==> src/rtl/mandelbrot_fb_writer.sv <==
// Framebuffer writer: accepts (iteration count, address) pixels from the calc engine and writes RGB565 colors.
// Optional palette RAM lookup is compiled in with macro MANDELBROT_FB_PALETTE_EN.
module mandelbrot_fb_writer #(
  parameter int IW       = 8,
  parameter int AW       = 12,
  parameter int MAXITERS = 256
) (
  input  logic          clk,
  input  logic          rst,
  input  logic          clk_en,
  input  logic          init,
  input  logic [AW:0]   npix,
  output logic          done,
  input  logic          in_vld,
  output logic          in_rdy,
  input  logic [IW-1:0] in_dat,
  input  logic [AW-1:0] in_adr,
  output logic          mem_cs,
  output logic          mem_we,
  output logic [AW-1:0] mem_adr,
  output logic [15:0]   mem_dat,
  input  logic          mem_ack
`ifdef MANDELBROT_FB_PALETTE_EN
  ,
  input  logic          pal_we,
  input  logic [IW-1:0] pal_adr,
  input  logic [15:0]   pal_dat
`endif
);

`ifdef MANDELBROT_FB_PALETTE_EN
  typedef enum logic [2:0] {
    ST_IDLE   = 3'd0,
    ST_ACCEPT = 3'd1,
    ST_LOOKUP = 3'd2,
    ST_WRITE  = 3'd3,
    ST_DONE   = 3'd4
  } state_t;

  localparam int PAL_DEPTH = 2 ** IW;

  logic [15:0]   pal_ram_r [PAL_DEPTH];
  logic [IW-1:0] dat_r;
`else
  typedef enum logic [2:0] {
    ST_IDLE   = 3'd0,
    ST_ACCEPT = 3'd1,
    ST_WRITE  = 3'd3,
    ST_DONE   = 3'd4
  } state_t;

  localparam logic [IW-1:0] IN_SET_C = IW'(MAXITERS - 1);

  // In-set pixels are black; others replicate the top iteration bits into R, G and B.
  function automatic logic [15:0] iter_color(input logic [IW-1:0] it);
    logic [15:0] c;
    if (it == IN_SET_C) begin
      c = 16'h0000;
    end else begin
      c = {it[IW-1:IW-5], it[IW-1:IW-6], it[IW-1:IW-5]};
    end
    return c;
  endfunction
`endif

  state_t        state_r;
  logic [AW:0]   cnt_r;
  logic [AW:0]   cnt_nxt_s;
  logic          init_d_r;
  logic          init_edge_s;
  logic          done_r;
  logic          in_rdy_r;
  logic          mem_cs_r;
  logic [AW-1:0] mem_adr_r;
  logic [15:0]   mem_dat_r;

  assign cnt_nxt_s   = cnt_r + (AW+1)'(1);
  assign init_edge_s = init & ~init_d_r;

  assign done    = done_r;
  assign in_rdy  = in_rdy_r;
  assign mem_cs  = mem_cs_r;
  assign mem_we  = 1'b1;
  assign mem_adr = mem_adr_r;
  assign mem_dat = mem_dat_r;

`ifdef MANDELBROT_FB_PALETTE_EN
  // Palette storage: not reset, write wins and a same-cycle lookup still sees the old word.
  always_ff @(posedge clk) begin
    if (clk_en && pal_we) begin
      pal_ram_r[pal_adr] <= pal_dat;
    end
  end
`endif

  // Frame sequencer with registered handshake and memory outputs.
  always_ff @(posedge clk) begin
    if (!rst) begin
      state_r   <= ST_IDLE;
      cnt_r     <= '0;
      init_d_r  <= 1'b0;
      done_r    <= 1'b0;
      in_rdy_r  <= 1'b0;
      mem_cs_r  <= 1'b0;
      mem_adr_r <= '0;
      mem_dat_r <= 16'h0000;
`ifdef MANDELBROT_FB_PALETTE_EN
      dat_r     <= '0;
`endif
    end else if (clk_en) begin
      init_d_r <= init;
      case (state_r)
        ST_IDLE, ST_DONE: begin
          if (init_edge_s) begin
            cnt_r <= '0;
            if (npix == '0) begin
              state_r <= ST_DONE;
              done_r  <= 1'b1;
            end else begin
              state_r  <= ST_ACCEPT;
              done_r   <= 1'b0;
              in_rdy_r <= 1'b1;
            end
          end
        end
        ST_ACCEPT: begin
          if (in_vld && in_rdy_r) begin
            in_rdy_r  <= 1'b0;
            mem_adr_r <= in_adr;
`ifdef MANDELBROT_FB_PALETTE_EN
            dat_r     <= in_dat;
            state_r   <= ST_LOOKUP;
`else
            mem_dat_r <= iter_color(in_dat);
            mem_cs_r  <= 1'b1;
            state_r   <= ST_WRITE;
`endif
          end
        end
`ifdef MANDELBROT_FB_PALETTE_EN
        ST_LOOKUP: begin
          mem_dat_r <= pal_ram_r[dat_r];
          mem_cs_r  <= 1'b1;
          state_r   <= ST_WRITE;
        end
`endif
        ST_WRITE: begin
          if (mem_ack) begin
            cnt_r    <= cnt_nxt_s;
            mem_cs_r <= 1'b0;
            if (cnt_nxt_s == npix) begin
              state_r <= ST_DONE;
              done_r  <= 1'b1;
            end else begin
              state_r  <= ST_ACCEPT;
              in_rdy_r <= 1'b1;
            end
          end
        end
        default: begin
          state_r  <= ST_IDLE;
          done_r   <= 1'b0;
          in_rdy_r <= 1'b0;
          mem_cs_r <= 1'b0;
        end
      endcase
    end
  end

endmodule

==> config.mk <==
export PLATFORM = sky130hd
export DESIGN_NAME = mandelbrot_fb_writer
export DESIGN_NICKNAME = d
export VERILOG_FILES = /design/src/rtl/mandelbrot_fb_writer.sv
export SDC_FILE = /design/constraint.sdc
export NUM_CORES = 1
export LEC_CHECK = 0
export ABC_AREA = 1
export BUFFER_PORTS_ARGS = -buffer_cell sky130_fd_sc_hd__buf_2
export CAP_MARGIN = 20
export CORE_UTILIZATION = 46
export DETAILED_ROUTE_END_ITERATION = 12
export PLACE_DENSITY = 0.76
export SLEW_MARGIN = 20
export SYNTH_ARGS = -nofsm -noshare
export SYNTH_HDL_FRONTEND = slang
export SYNTH_SLANG_ARGS = --single-unit
==> constraint.sdc <==
create_clock -name clk -period 1.8 [get_ports clk]
set_input_delay 0.27 -clock clk [delete_from_list [all_inputs] [get_ports clk]]
set_output_delay 0.27 -clock clk [all_outputs]
set_load 0.01 [all_outputs]
==> flow_summary.json <==
{
  "cts_buffers": 5,
  "synthCells": 351,
  "synth.area.top_cells": "dfxtp_1 35%, nand2_1 17%, nor2_1 8.0%",
  "slowest_delay_ns": 0.34,
  "rrSetupSlack_ns": -0.06,
  "timing.hold.ws_ns": 0.195,
  "wl_per_cell_um": 12.6,
  "synthFlopType": "dfxtp_1",
  "nets": 485,
  "regToRegEndpoint": "done$_SDFFE_PN0P_",
  "grt_pass1_wl_um": 10100,
  "crit_fanout": 3,
  "synth_top_area_share_pct": 34.5,
  "grt_remaining_overflow": 0,
  "clockBufferDepth": 2,
  "synth_top_area_cell": "dfxtp_1",
  "cts.htree.levels": 2,
  "antenna_found_initial": 0,
  "place_area_um2": 2710,
  "rr_worst_depth": 16,
  "place_congestion": 0.870,
  "power_density_nw_per_um2": 656,
  "post-place-ws_ns": -0.0984,
  "syn_nets": 391,
  "fin_util_pct": 67.8,
  "io_pins": 71,
  "grtUsageTotal_pct": 25.0,
  "power.leakage_nw": 1.44,
  "rsz0062_at_grt": "true",
  "fin_skew_ns": 0.00963,
  "timing.rr.start": "cnt_r[0]$_SDFFE_PN0P_",
  "path_clk_slew_ns": 0.08,
  "routed_wl_um": 6260,
  "insertion_delay_ns": 0.30,
  "vias": 2545,
  "final_cell_area_um2": 3030,
  "cts_tree": "done",
  "initial_core_util_pct": 49.3,
  "timing.final.crit_share_pct": 103,
  "async_reset_ff_share_pct": 0,
  "worst_path_max_delay_cell": "dfxtp_2",
  "end_kind": "flop",
  "path_class": "reg -> reg",
  "dr.pass1.iters": 8,
  "drive_gt1_share_pct": 35.4,
  "drc": 1,
  "synth_area_um2": 2200,
  "required_ns": 1.99,
  "drtIter0Drc": 145,
  "cts.sinks": 38,
  "vdd_drop_max_v": 0.000459,
  "cap_violations": 0,
  "clock-root-buffer": "clkbuf_8",
  "drv_slew": 0,
  "cp-start-kind": "flop",
  "path_common_cell": "nand2_1",
  "setup_violations": 4,
  "synthToLayoutAreaGrowth_pct": 37.6,
  "vias_per_cell": 5.11,
  "finalSetupTns_ns": -0.177,
  "hpwlAfterDp_um": 4390,
  "grt_start_max_net_pins": 24,
  "status": "finished, violations left",
  "endpoint": "done$_SDFFE_PN0P_",
  "first_global_vias": 2367,
  "fin_ws_ns": -0.0618,
  "critical_path.cell_chain": "ha_4, nand2_4, buf_4, nor2_1, nand2_1, nand2_1, nand3b_1, nand2_1, nor2_1, nand2_1, nor2_2, nand3_2, nand2_2, nand2_1, nand2_1, a21oi_2",
  "postRouteAntennaNets": 0,
  "hold_class": "in -> reg",
  "hold_viol": 0,
  "synth-edff-count": 0,
  "yosys.cell_types.count": 25,
  "ys_seq_elements": 38,
  "fmax_ghz": 0.537,
  "hold_buffers": 0,
  "yosysWarnings": 0,
  "num_antenna_cells": 0,
  "arrival_ns": 2.05,
  "violations": "DRC, setup timing",
  "post-route-min-period_ns": 1.86,
  "dieArea_um2": 5070,
  "chipWidth_um": 71.2,
  "die_h_um": 71.2,
  "syn_area_per_cell_um2": 6.28,
  "numPortBuffers": 69,
  "rows": 24,
  "ys_seq_area_share_pct": 34.5,
  "startpoint": "cnt_r[0]$_SDFFE_PN0P_",
  "core_um2": 4470
}
-- power breakdown --
group	switching (W)	internal [W]
Sequential	0.00000919	0.000853
Clock	0.000332	0.000556
Combinational	0.000137	0.000103
-- cell type report --
cell class	count	area [um^2]
timing repair buffer	103	604
inverter	40	154
fill	386	1440
sequential	38	772
timing repair inverter	3	22.5
clock buffer	5	68.8
clock inverter	3	68.8
tap	52	65.1
multi-input combinational	254	1280
-- repair_timing --
item,CTS,global route
resized for setup,18,22
buffers inserted,5,0
endpoints found under the setup margin,10,37
cloned,1,2
pin swaps,10,17
-- Yosys cell counts, types with 3 or more instances --
library cell	number
a21oi_1	21
inv_1	38
nand3_1	35
nor2_1	47
dfxtp_1	38
nor2_2	8
o21ai_0	19
nand2_2	4
buf_4	12
buf_2	3
clkbuf_1	4
nand4_1	5
nand2_1	99
a32oi_1	3
-- critical path: cells and delay by family, from the launching register on --
family,cells,cell delay (ns)
AOI/OAI and AO/OA,1,0.05
buffers and inverters,1,0.12
and+or+nand+nor,13,1.05
DFF,1,0.34
adders and majority gates,1,0.18
-- sequential cells by signal, indices dropped and copies added, names as in the netlist --
| signal | count |
|---|---|
| done | 1 |
| mem_cs | 1 |
| init_d_r | 1 |
| in_rdy | 1 |
| mem_dat | 6 |
| cnt_r | 13 |
| mem_adr | 12 |
| state_r | 3 |
-- how the worst min path moves through the flow --
stage	from	endpoint	cells after the start	slack [ns]
6_report	in_adr[6]	mem_adr[6]$_SDFFE_PN0P_	3	0.20
5_1_grt	in_adr[3]	mem_adr[3]$_SDFFE_PN0P_	3	0.20
4_1_cts	in_adr[2]	mem_adr[2]$_SDFFE_PN0P_	3	0.19
3_5_place_dp	init_d_r$_SDFFE_PN0P_	init_d_r$_SDFFE_PN0P_	2	0.45
3_3_place_gp	init_d_r$_SDFFE_PN0P_	init_d_r$_SDFFE_PN0P_	2	0.45
2_1_floorplan	in_adr[4]	mem_adr[4]$_SDFFE_PN0P_	2	0.40
-- through the flow --
step	total power [W]	std cells
after floorplan	0.000992	351
after global placement	0.00110	482
after detailed placement	0.00110	482
after CTS	0.00199	496
after global routing	0.00206	498
final	0.00199	498
-- logic make-up after synthesis --
group / after synthesis / synth area share (%)
compound gates: 46 / 11.6
xor+xnor: 1 / 0.397
fa+ha+maj: 1 / 0.567
buf+inv: 59 / 12.3
flops: 38 / 34.5
other cells: 1 / 0.170
simple gates: 205 / 40.5
-- cells in the final DEF, fill, tap and decap left out, drive strengths merged --
cell type,count
nand3,37
buf,103
xnor2,1
nor2,57
clkinv,1
dfxtp,38
o21ai,20
conb,1
nand3b,1
inv,39
clkbuf,5
bufinv,2
a211oi,1
ha,1
nor4,2
clkinvlp,4
nand2,103
a21oi,22
nand4,5
a32oi,3
-- per-layer routing --
metal	GRT usage [%]	share of wire, %
met5	0	0
met3	5.91	6.1
met1	30.8	44
met2	43.1	49
met4	8.44	1.2
(Power assumes the default switching activity.)
